**config.mk**
```make
export PLATFORM = sky130hd
export DESIGN_NAME = serial_subtractor
export DESIGN_NICKNAME = d
export VERILOG_FILES = /design/src/rtl/serial_subtractor.sv
export SDC_FILE = /design/constraint.sdc
export NUM_CORES = 1
export LEC_CHECK = 0
export CAP_MARGIN = 10
export CORE_AREA = 2 2 74 76
export DETAILED_ROUTE_END_ITERATION = 8
export DIE_AREA = 0 0 76 78
export GPL_TIMING_DRIVEN = 0
export PLACE_DENSITY_LB_ADDON = 0.12
export SLEW_MARGIN = 0
export SYNTH_ARGS = -nofsm -noshare
export SYNTH_HDL_FRONTEND = slang
export SYNTH_SLANG_ARGS = --single-unit
```
**constraint.sdc**
```tcl
create_clock -name clk -period 3.2 [get_ports clk]
set_clock_uncertainty 0.15 [all_clocks]
set_input_delay 0.64 -clock clk [delete_from_list [all_inputs] [get_ports clk]]
set_output_delay 0.64 -clock clk [all_outputs]
set_load 0.03 [all_outputs]
```
**src/rtl/serial_subtractor.sv**
```systemverilog
// Multi-cycle two's-complement subtractor: result = a - b, DIGIT bits per clock,
// LSB digit first, with wrap / unsigned-saturate / signed-saturate result modes.
module serial_subtractor #(
  parameter int WIDTH = 8,
  parameter int DIGIT = 2
) (
  input  logic             clk,
  input  logic             rst,
  input  logic             start,
  input  logic [WIDTH-1:0] a,
  input  logic [WIDTH-1:0] b,
  input  logic [1:0]       mode,
  output logic             busy,
  output logic             done,
  output logic [WIDTH-1:0] result,
  output logic             borrow,
  output logic             overflow
);

  localparam int N  = WIDTH / DIGIT;
  localparam int CW = (N > 1) ? $clog2(N) : 1;
  localparam logic [CW-1:0]    LAST    = CW'(N - 1);
  localparam logic [WIDTH-1:0] SAT_MAX = {1'b0, {(WIDTH-1){1'b1}}};
  localparam logic [WIDTH-1:0] SAT_MIN = {1'b1, {(WIDTH-1){1'b0}}};

  typedef enum logic {IDLE, RUN} state_t;

  state_t           state_q, state_d;
  logic [CW-1:0]    cnt_q, cnt_d;
  logic [WIDTH-1:0] a_q, a_d, b_q, b_d, raw_q, raw_d;
  logic [1:0]       mode_q, mode_d;
  logic             bin_q, bin_d;
  logic [WIDTH-1:0] result_q, result_d;
  logic             borrow_q, borrow_d, overflow_q, overflow_d, done_q, done_d;

  logic [DIGIT:0]   diff;
  logic [WIDTH-1:0] raw_full;
  logic             ovf;

  always_comb begin
    state_d    = state_q;
    cnt_d      = cnt_q;
    a_d        = a_q;
    b_d        = b_q;
    mode_d     = mode_q;
    raw_d      = raw_q;
    bin_d      = bin_q;
    result_d   = result_q;
    borrow_d   = borrow_q;
    overflow_d = overflow_q;
    done_d     = 1'b0;

    // Slice difference; the extra top bit is the digit's borrow out.
    diff = {1'b0, a_q[cnt_q*DIGIT +: DIGIT]} - {1'b0, b_q[cnt_q*DIGIT +: DIGIT]}
         - {{DIGIT{1'b0}}, bin_q};
    raw_full = raw_q;
    raw_full[cnt_q*DIGIT +: DIGIT] = diff[DIGIT-1:0];
    ovf = (a_q[WIDTH-1] != b_q[WIDTH-1]) && (raw_full[WIDTH-1] != a_q[WIDTH-1]);

    case (state_q)
      IDLE: begin
        if (start) begin
          a_d     = a;
          b_d     = b;
          mode_d  = mode;
          cnt_d   = '0;
          bin_d   = 1'b0;
          raw_d   = '0;
          state_d = RUN;
        end
      end
      RUN: begin
        raw_d = raw_full;
        bin_d = diff[DIGIT];
        cnt_d = cnt_q + 1'b1;
        if (cnt_q == LAST) begin
          cnt_d      = '0;
          state_d    = IDLE;
          done_d     = 1'b1;
          borrow_d   = diff[DIGIT];
          overflow_d = ovf;
          case (mode_q)
            2'b01:   result_d = diff[DIGIT] ? '0 : raw_full;
            2'b10:   result_d = ovf ? (a_q[WIDTH-1] ? SAT_MIN : SAT_MAX) : raw_full;
            default: result_d = raw_full;
          endcase
        end
      end
      default: state_d = IDLE;
    endcase
  end

  always_ff @(posedge clk) begin
    if (rst) begin
      state_q    <= IDLE;
      cnt_q      <= '0;
      a_q        <= '0;
      b_q        <= '0;
      mode_q     <= '0;
      raw_q      <= '0;
      bin_q      <= 1'b0;
      result_q   <= '0;
      borrow_q   <= 1'b0;
      overflow_q <= 1'b0;
      done_q     <= 1'b0;
    end else begin
      state_q    <= state_d;
      cnt_q      <= cnt_d;
      a_q        <= a_d;
      b_q        <= b_d;
      mode_q     <= mode_d;
      raw_q      <= raw_d;
      bin_q      <= bin_d;
      result_q   <= result_d;
      borrow_q   <= borrow_d;
      overflow_q <= overflow_d;
      done_q     <= done_d;
    end
  end

  assign busy     = (state_q == RUN);
  assign done     = done_q;
  assign result   = result_q;
  assign borrow   = borrow_q;
  assign overflow = overflow_q;

endmodule

```
==> impl_metrics.csv, run 1 <==
group,metric,value,unit
sta,period_minus_slack,3010,ps
finish,multi_input_area,1080,um^2
place,io_buffers,32,
logic_synthesis,ys_seq_elements,41,
route,wl_per_cell,12.2,um
critical_path,cp-end-kind,"flop",
pwr,powerDensity,446,nW/um^2
sta,whs,305,ps
pwr,vdd_drop_max,0.000197,V
clock_tree,path_clk_slew,80,ps
finish,postLayoutCoreUtil,50.0,%
flow_run,cap_violations,0,
finish,seq_area,826,um^2
clock_tree,clock_sinks,41,
sta,grt_setup_unrepaired,"no",
route,met1Wirelength,1.88,mm
route,wl_met2,1.98,mm
logic_synthesis,synth_nets,255,
critical_path,required,3220,ps
route,drc,0,
finish,n_antenna_cell,0,
route,via_per_inst,4.86,
pwr,power_leakage,0.898,nW
clock_tree,cts_hold_buffers,0,
route,drtIter0Drc,40,
finish,final_area,2520,um^2
route,finalWirelength,4.08,mm
clock_tree,root_buffer,"clkbuf_8",
logic_synthesis,ys_seq_area_share,41.6,%
logic_synthesis,synthCells,224,
sta,fin_crit_sh,94.2,%
logic_synthesis,ys.flop_type,"dfxtp_1",
die,dieArea,5930,um^2
finish,nFillCells,503,
sta,setup_viol,0,
route,drt_first_pass_iters,4,
clock_tree,cts_tree,"done",
pwr,finalPower,1.13,mW
global_route,grt_pass1_vias,1527,
clock_tree,htree_levels,2,
logic_synthesis,synth-simple-area-share,22.9,%
die,die_w,76,um
sta,hold_viol,0,
logic_synthesis,synthDominantCellAreaShare,41.6,%
finish,area_growth,27.8,%
place,hpwlAfterDp,3.07,mm
logic_synthesis,synth.area.mux_share,6.78,%
place,placedCellCount,326,
clock_tree,insertion_delay,290,ps
logic_synthesis,synth.area.top_cells,"dfxtp_1, nand2_1, a21oi_1",
logic_synthesis,synth_common_cells,"nand2_1, dfxtp_1, a21oi_1",
min_path,hold_path_class,"reg -> reg",
critical_path,arrival,3030,ps
die,die_h,78,um
global_route,grt_max_degree,13,
logic_synthesis,synth-xor-area-share,0,%
logic_synthesis,yosys_warnings,0,
logic_synthesis,synth-edff-count,0,
critical_path,start_kind,"flop",
finish,instances_no_fill,334,
clock_tree,cts_max_path_buffers,2,
sta,setup_slack,185,ps
route,ant_nets,0,
place,placed_area,2380,um^2
sta,worst_pin_slew,530,ps
sta,finalMaxSlewViolations,0,
route,top_layer_used,"met4",
die,core,5040,um^2
logic_synthesis,synth_top_area_cell,"dfxtp_1",
place,dp_slack,-115,ps
outcome,status,"completed",
logic_synthesis,ys_async_sr_fraction,0,%
route,vias,1622,
logic_synthesis,synth_compound_area_share,17.0,%
logic_synthesis,synthesis.area,1970,um^2
finish,nets,294,
place,gp_congestion,0.776,
global_route,antenna_found_initial,0,
die,core.rowCount,26,
global_route,overflow,0,
logic_synthesis,synthMostInstantiatedCell,"nand2_1",
global_route,grt_pass1_wl,7.18,mm
finish,drive_gt1_share,11.4,%
sta,fmax,332,MHz
logic_synthesis,synth_cell_types,39,
route,dr_wl_met3,163,um
die,start_util,39.2,%
die,ios,33,
critical_path,crit_type,"reg -> reg",
clock_tree,cts_buffers,5,
logic_synthesis,synth_top_family_by_area,"simple AND/OR/NAND/NOR gates",
global_route,grt_usage,15.2,%
critical_path,crit_fanout,8,
logic_synthesis,synth_fa_ha_area_share,7.10,%
sta,slew_headroom,64.7,%
sta,finalSetupTns,0,ps
logic_synthesis,avgSynthCellArea,8.81,um^2
## where the power goes
part / switching (mW) / total [mW] / internal [mW]
Clock: 0.172 / 0.426 / 0.254
Sequential: 0.0126 / 0.539 / 0.526
Combinational: 0.0832 / 0.160 / 0.0771
## layer usage
metal | vias up | track usage (%)
met3 | 5 | 3.84
met4 | 0 | 4.91
met1 | 738 | 18.6
met2 | 34 | 26.2
li1 | 845 | -
met5 | - | 0
## cell type report
type                       count  share of cell area (%)
tap                           70                    3.47
clock buffer                   7                    3.42
buffer                        12                    2.13
multi-input combinational    161                    42.9
sequential                    41                    32.7
inverter                      10                    1.49
timing repair buffer          32                    12.7
clock inverter                 1                    1.19
## final timing paths
kind / start / end / slack [ps] / cells after the start
hold / removal: borrow / borrow / 300 / 2
setup / recovery: cnt_q[1] / result[2] / 190 / 7
setup reg to reg: cnt_q[1] / result[2] / 190 / 7
hold reg to reg: borrow / borrow / 300 / 2
## sequential cells by signal, indices dropped and copies added, names as in the netlist
signal and cells:
result 8, b_q 8, mode_q 2, raw_q 8
busy 1, done 1, borrow 1, a_q 8
bin_q 1, cnt_q 2, overflow 1
## layout by cell type (no fill, tap or decap), types with 2 or more instances in the layout
| cell | n |
|---|---|
| mux4_2 | 4 |
| a21oi_1 | 25 |
| clkdlybuf4s50_1 | 32 |
| ha_1 | 8 |
| buf_2 | 4 |
| o21ba_2 | 2 |
| dfxtp_1 | 39 |
| o21ai_0 | 2 |
| o22a_1 | 2 |
| buf_1 | 2 |
| nand2b_1 | 7 |
| a31oi_1 | 2 |
| o22ai_1 | 2 |
| nor3_1 | 3 |
| o211ai_1 | 7 |
| clkbuf_1 | 6 |
| nor2_1 | 14 |
| mux2_2 | 3 |
| nor3b_1 | 4 |
| inv_1 | 10 |
| clkbuf_8 | 6 |
| a41oi_1 | 2 |
| nor2b_1 | 11 |
| nand2_1 | 46 |
## critical path, cell delays in order (launching register included)
cell	delay [ps]
dfxtp_4	410
mux4_2	530
fa_1	440
fa_2	610
nor4b_4	70
a211oi_2	310
a2bb2oi_4	270
o211ai_1	100
## cell families (layout without fill, tap and decap cells)
| group | count (synthesis) | in the layout |
|---|---|---|
| mux | 8 | 8 |
| flops | 41 | 41 |
| simple gates | 92 | 92 |
| compound gates | 51 | 51 |
| fa+ha+maj | 10 | 10 |
| buf+inv | 22 | 62 |
## what timing repair did
item	in CTS	in global routing
gates resized for setup	3	3
buffers inserted	0	0
endpoints found under the setup margin	8	8
pin swaps	0	1
(Power assumes the default switching activity.)
==> inputs of run 2 (changes only) <==
--- a/config.mk
+++ b/config.mk
@@ -7,9 +7,12 @@
 export LEC_CHECK = 0
 export CAP_MARGIN = 10
 export CORE_AREA = 2 2 74 76
+export CTS_BUF_LIST = sky130_fd_sc_hd__clkbuf_16
 export DETAILED_ROUTE_END_ITERATION = 8
 export DIE_AREA = 0 0 76 78
+export GPL_ROUTABILITY_DRIVEN = 1
 export GPL_TIMING_DRIVEN = 0
+export MAX_ROUTING_LAYER = met4
 export PLACE_DENSITY_LB_ADDON = 0.12
 export SLEW_MARGIN = 0
 export SYNTH_ARGS = -nofsm -noshare
==> impl_metrics.csv, run 2 (synthesis results as in run 1) <==
group,metric,value,unit
critical_path,required,3200,ps
die,core,5040,um^2
global_route,grt_usage,15.8,%
global_route,overflow,0,
route,met1Wirelength,1.90,mm
pwr,powerDensity,487,nW/um^2
clock_tree,post_cts_buffers,0,
critical_path,cp-end-kind,"flop",
global_route,grt_pass1_wl,7.22,mm
clock_tree,cts_buffers,5,
place,gp_congestion,0.786,
sta,fmax,332,MHz
global_route,grt_max_degree,13,
route,via_per_inst,4.84,
sta,finalMaxSlewViolations,0,
clock_tree,root_buffer,"clkbuf_16",
route,finalWirelength,4.12,mm
route,drt_first_pass_iters,4,
finish,nFillCells,501,
sta,hold_viol,0,
pwr,pwr-share-seq,43.1,%
critical_path,slowest_delay,610,ps
clock_tree,insertion_delay,280,ps
route,wl_per_cell,12.3,um
pwr,power_leakage,0.922,nW
pwr,combinationalPowerShare,12.8,%
route,wl_met2,2.00,mm
clock_tree,cts_hold_buffers,0,
die,die_w,76,um
flow_run,cap_violations,0,
critical_path,start_kind,"flop",
pwr,vdd_drop_max,0.000208,V
pwr,clockPowerShare,44.1,%
die,core.rowCount,26,
outcome,status,"completed",
route,vias,1615,
global_route,antenna_found_initial,0,
min_path,hold_path_class,"reg -> reg",
place,hpwlAfterDp,3.07,mm
route,dr_wl_met3,148,um
route,top_layer_used,"met4",
clock_tree,path_clk_slew,60,ps
place,dp_slack,-115,ps
sta,worst_pin_slew,514,ps
pwr,power.switching,286,uW
critical_path,path_cells,"mux4_2, fa_1, fa_2, nor4b_4, a211oi_2, a2bb2oi_4, o211ai_1",
pwr,p_int,966,uW
pwr,finalPower,1.25,mW
finish,nets,294,
place,placedCellCount,326,
clock_tree,htree_levels,2,
place,io_buffers,32,
global_route,grt_pass1_vias,1528,
finish,layout_commonest_cell,"nand2_1",
sta,finalSetupTns,0,ps
route,drtIter0Drc,36,
route,drc,0,
route,ant_nets,0,
clock_tree,cts_max_path_buffers,2,
die,ios,33,
sta,whs,301,ps
sta,slew_headroom,65.7,%
finish,mostFrequentLayoutCells,"nand2_1, dfxtp_1, clkdlybuf4s50_1, a21oi_1, nor2_1",
sta,period_minus_slack,3010,ps
die,dieArea,5930,um^2
pwr,switching_share,22.8,%
sta,setup_viol,0,
die,start_util,39.2,%
finish,multi_input_area,1080,um^2
clock_tree,cts_tree,"done",
die,die_h,78,um
finish,seq_area,826,um^2
critical_path,arrival,3020,ps
sta,setup_slack,187,ps
finish,drive_gt1_share,11.0,%
finish,area_growth,30.1,%
sta,fin_crit_sh,94.2,%
critical_path,crit_type,"reg -> reg",
critical_path,crit_fanout,8,
sta,grt_setup_unrepaired,"no",
clock_tree,clock_sinks,41,
critical_path,cpMaxStageDelayCell,"fa_2",
finish,instances_no_fill,334,
finish,n_antenna_cell,0,
==> run 2: worst paths after layout <==
path / cells past startpoint / from / slack, ps / end
worst max-delay path: 7 / cnt_q[1] / 190 / result[2]
worst min-delay path: 2 / b_q[0] / 300 / b_q[0]
worst max register to register: 7 / cnt_q[1] / 190 / result[2]
worst min register to register: 2 / b_q[0] / 300 / b_q[0]
==> run 2: final cells by class <==
| type | instances | area share, % |
|---|---|---|
| Buffer | 12 | 2.09 |
| Clock buffer | 5 | 4.87 |
| Clock inverter | 3 | 1.46 |
| Inverter | 10 | 1.46 |
| Multi-Input combinational cell | 161 | 42.1 |
| Sequential cell | 41 | 32.1 |
| Tap cell | 70 | 3.41 |
| Timing Repair Buffer | 32 | 12.5 |
==> run 2: stage by stage <==
step | utilization [%] | cell area [um^2]
after global placement | 47.2 | 2380
after detailed placement | 47.2 | 2380
after global routing | 50.9 | 2570
after floorplan | - | 1970
final | 50.9 | 2570
after CTS | 50.8 | 2560
==> run 2: power by group through the flow <==
| stage | combinational (mW) | clock (mW) | sequential, mW |
|---|---|---|---|
| after CTS | 0.161 | 0.567 | 0.541 |
| final | 0.160 | 0.552 | 0.540 |
| after floorplan | 0.104 | 0 | 0.549 |
| after global routing | 0.179 | 0.596 | 0.542 |
| after global placement | 0.157 | 0 | 0.551 |
| after detailed placement | 0.158 | 0 | 0.552 |
==> run 2: worst max-delay path: cells and delay by family (launching register included) <==
| kind | cells | cell delay, ps |
|---|---|---|
| adder cells (fa/ha/maj) | 2 | 1050 |
| AO/OA/AOI/OAI | 3 | 680 |
| multiplexers | 1 | 520 |
| flip-flops | 1 | 410 |
| AND/OR/NAND/NOR | 1 | 70 |
==> run 2: routing by layer <==
layer	up-vias	track usage, %
met1	732	18.4
met5	-	-
li1	846	-
met2	30	26.6
met4	0	6.55
met3	7	3.49
==> run 2: repair_timing <==
item	4_1_cts	5_1_grt
endpoints found under the setup margin	8	8
endpoints found under the hold margin	0	0
pin swaps	0	1
resized for setup	3	3
